[src/rtl/array_input_deserializer_pkg.sv]
// -----------------------------------------------------------------------------
// array_deser_pkg
// Shared constants and the FSM state type for array_input_deserializer and its
// lane register bank.
//   LANE_W                 : width of one systolic-array lane value
//   NUM_LANES              : lanes per frame (even)
//   BEATS                  : packet beats per frame (two lanes per beat)
//   PACKET_W               : width of one upstream packet word
//   BEAT_CNT_W             : width of the beat counter output
//   FEED_W                 : width of the flattened feed bus
//   DEFAULT_TIMEOUT_CYCLES : mid-frame idle limit (ARRAY_DESER_TIMEOUT_EN only)
// -----------------------------------------------------------------------------
package array_deser_pkg;

  localparam int LANE_W                 = 16;
  localparam int NUM_LANES              = 16;
  localparam int BEATS                  = NUM_LANES / 2;
  localparam int PACKET_W               = 2 * LANE_W;
  localparam int BEAT_CNT_W             = 3;
  localparam int FEED_W                 = NUM_LANES * LANE_W;
  localparam int DEFAULT_TIMEOUT_CYCLES = 64;

  typedef enum logic [1:0] {
    IDLE    = 2'd0,
    COLLECT = 2'd1,
    HOLD    = 2'd2
  } deser_state_e;

endpackage

[src/rtl/array_input_deserializer_lane_bank.sv]
// -----------------------------------------------------------------------------
// deser_lane_bank
// NUM_LANES x LANE_W register file. One write per cycle loads the lane pair
// selected by the beat index: low packet half -> lane 2k, high half -> lane 2k+1.
// Lanes are cleared only by reset; otherwise they keep their last value.
//   clk, reset  : clock, asynchronous active-high reset
//   i_we        : write the selected lane pair this cycle
//   i_beat_idx  : beat index k selecting lanes 2k/2k+1
//   i_wdata     : packet word supplying both lanes
//   o_feed      : flattened lanes, lane i at [i*LANE_W +: LANE_W]
// -----------------------------------------------------------------------------
module deser_lane_bank
  import array_deser_pkg::*;
(
  input  logic                  clk,
  input  logic                  reset,
  input  logic                  i_we,
  input  logic [BEAT_CNT_W-1:0] i_beat_idx,
  input  logic [PACKET_W-1:0]   i_wdata,
  output logic [FEED_W-1:0]     o_feed
);

  genvar gi;
  generate
    for (gi = 0; gi < NUM_LANES; gi++) begin : g_lane
      logic [LANE_W-1:0] r_lane;
      logic              w_sel;

      assign w_sel = i_we && (i_beat_idx == BEAT_CNT_W'(gi / 2));

      always_ff @(posedge clk or posedge reset) begin
        if (reset) begin
          r_lane <= '0;
        end else if (w_sel) begin
          r_lane <= i_wdata[(gi % 2) * LANE_W +: LANE_W];
        end
      end

      assign o_feed[gi * LANE_W +: LANE_W] = r_lane;
    end
  endgenerate

endmodule

[config.mk]
export PLATFORM = sky130hd
export DESIGN_NAME = deser_lane_bank
export DESIGN_NICKNAME = d
export VERILOG_FILES = /design/src/rtl/array_input_deserializer_pkg.sv /design/src/rtl/array_input_deserializer_lane_bank.sv
export SDC_FILE = /design/constraint.sdc
export NUM_CORES = 1
export LEC_CHECK = 0
export CAP_MARGIN = 40
export CORE_MARGIN = 2
export CORE_UTILIZATION = 35
export DETAILED_ROUTE_END_ITERATION = 16
export MAX_ROUTING_LAYER = met4
export SLEW_MARGIN = 20
export SYNTH_ARGS = -nofsm -noshare
export SYNTH_HDL_FRONTEND = slang
export SYNTH_SLANG_ARGS = --single-unit
[constraint.sdc]
create_clock -name clk -period 12.21 [get_ports clk]
set_input_delay 3.0525 -clock clk [delete_from_list [all_inputs] [get_ports clk]]
set_output_delay 3.0525 -clock clk [all_outputs]
set_load 0.02 [all_outputs]
==> results_dict.tcl <==
set metrics [dict create \
    outcome "finished, final reports clean" \
    required_ns 12.61 \
    cts_tree "built" \
    antenna_left 0 \
    tightestPinTransition_ns 0.756 \
    p_total_mw 2.95 \
    min-delay-start "g_lane[9].r_lane[12]" \
    hold_buffers 0 \
    slew_headroom 0.494 \
    yosys-top-cells-area "dfrtp_1 67%, mux2_2 28%, buf_6 1.5%, mux2_1 1.5%, buf_2 0.94%" \
    clkPwrFrac 0.310 \
    max_clock_freq_mhz 201 \
    seq_power_share 0.388 \
    grt_pass1_wl_um 40000 \
    powerDensity_mw_per_mm2 211 \
    avgViaCountPerCell 4.85 \
    cp.arrival_ns 5.38 \
    synth_sequential_area_ratio 0.666 \
    p_sw_uw 866 \
    p_comb_frac 0.303 \
    gp_congestion 0.811 \
    start_kind "input port" \
    synth_area_per_cell_um2 17.4 \
    syn_nets 590 \
    io_buffer_count 293 \
    cp_max_fo 21 \
    wl_per_cell_um 21.4 \
    cts_buffers 28 \
    drc 0 \
    drv_cap 0 \
    rows 60 \
    finalCriticalPeriod_ns 4.98 \
    reg2regPathDepth 1 \
    synth_top_area_share 0.666 \
    initial_utilization 0.357 \
    yosysTopAreaCell "dfrtp_1" \
    first_pass_iters 4 \
    ys_ff_latch 256 \
    largest_reg_flops 256 \
    wirelength_met1_um 10600 \
    rsz0062_at_grt "false" \
    finalCritPeriodShare 0.408 \
    diodes 0 \
    num_vias 5932 \
    path_class "input port to flip-flop" \
    setup_tns_ns 0 \
    wl_met3_um 1840 \
    cts-root-buf "clkbuf_16" \
    clk_path_buf_depth 3 \
    cts_sinks 256 \
    grt_pass1_vias 6528 \
    clkLatencyLatePin_ns 0.51 \
    ir_drop_mv 0.112 \
    drv_slew 0 \
    fp.dieH_um 170 \
    drive_above_1_share 0.350 \
    fp.dieArea_mm2 0.0288 \
    post_cts_resized 0 \
    worst_hold_path_type "flip-flop to flip-flop" \
    biggestRegsByFlops "g_lane.r_lane (256)" \
    grt_use_total 0.186 \
    power_leakage_nw 5.92 \
    cts.clk_slew.worst_paths_ns 0.06 \
    end_kind "flip-flop" \
    final_cell_mix "293 x clkdlybuf4s50_1, 256 x dfrtp_1, 243 x mux2_2" \
    fin_nets 897 \
    n_fill_cell 2210 \
    r2r_slack_ns 11.41 \
    top_register "g_lane.r_lane" \
    dp_hpwl_um 18100 \
    wirelength_um 26200 \
    io_pins 294 \
    antenna_found_initial 0 \
    hold_depth 1 \
    postCtsSetupRepairBufs 0 \
    layout_commonest_cell "clkdlybuf4s50_1" \
    postSynthCellCount 552 \
    routed-wl-met2_um 13100 \
    die_w_um 170 \
    grt_max_degree 96 \
    drtIter0Drc 192 \
    cts_max_level 1 \
    p_int_mw 2.08 \
    finalSetupViolations 0 \
    hold_viol_final 0 \
    grt-ovfl-total 0 \
    areaGrowthSynthToFinish_pct 45.3 \
    routed.top_layer "met4" \
    core_area_mm2 0.0270 \
    r2r-end "g_lane[14].r_lane[11]" \
    yosysWarningCount 0 \
    netlist_area_mm2 0.00962 \
    swShare 0.294 \
    hold_path_end "g_lane[9].r_lane[12]" \
    synth_cell_types 10 \
    r2r_start "g_lane[14].r_lane[11]" \
    clock_skew_ns 0 \
]
[Yosys cell counts]
cell and number:
buf_6 13, nand4b_1 3, nor4bb_1 3, dfrtp_1 256, nor4b_4 1, mux2_1 13, buf_2 18, inv_1 1
nand4_1 1, mux2_2 243
[how the worst max path moves through the flow]
stage	end	startpoint	cells after the start	slack, ns
detailed placement	g_lane[11].r_lane[14]	i_beat_idx[0]	4	6.68
floorplan	g_lane[0].r_lane[0]	reset	1	2.12
finish	g_lane[11].r_lane[7]	i_beat_idx[0]	4	7.23
CTS	g_lane[11].r_lane[14]	i_beat_idx[0]	4	7.23
global placement	g_lane[15].r_lane[5]	i_beat_idx[0]	4	6.47
global route	g_lane[11].r_lane[12]	i_beat_idx[0]	4	7.15
[power groups by stage]
stage	Sequential [mW]	Clock [mW]	Combinational, mW
6_report	1.14	0.914	0.892
4_1_cts	1.15	0.937	0.902
5_1_grt	1.17	0.975	0.934
3_5_place_dp	1.16	0	0.899
2_1_floorplan	1.37	0	0.187
3_3_place_gp	1.15	0	0.887
[through the flow]
stage	std cells	setup slack (ns)	util	instance area, um2	hold slack [ns]
final	1222	7.23	0.518	14000	0.485
after global routing	1222	7.15	0.518	14000	0.504
after CTS	1222	7.23	0.518	14000	0.490
after detailed placement	1170	6.68	0.481	13000	0.477
after global placement	1165	6.47	0.477	12900	0.467
after floorplan	552	2.12	-	9620	0.609
[kinds of logic (layout without fill, tap and decap cells)]
kind of cell,count (synthesis),in the layout,share of synthesized area
buffers and inverters,32,361,0.0250
DFF,256,256,0.666
muxes,256,256,0.300
and+or+nand+nor,8,8,0.00898
[area by class of cell]
type | instances | area, um2 | share of cell area
Timing Repair Buffer | 308 | 3100 | 0.222
Clock buffer | 40 | 807 | 0.0578
Multi-Input combinational cell | 264 | 3010 | 0.216
Sequential cell | 256 | 6410 | 0.458
Inverter | 1 | 11.3 | 0.000806
Clock inverter | 12 | 210 | 0.0150
Tap cell | 341 | 427 | 0.0305
[layer usage]
metal	up-vias	global-route usage
li1	2590	-
met1	3104	0.219
met2	194	0.316
met3	44	0.0490
met4	0	0.0546
met5	-	-
[critical path: stages]
cell and delay, ns:
clkdlybuf4s50_1 0.75, nand4b_1 0.71, buf_4 0.52, mux2_2 0.32
No activity file was read; power rests on OpenSTA's default activity.
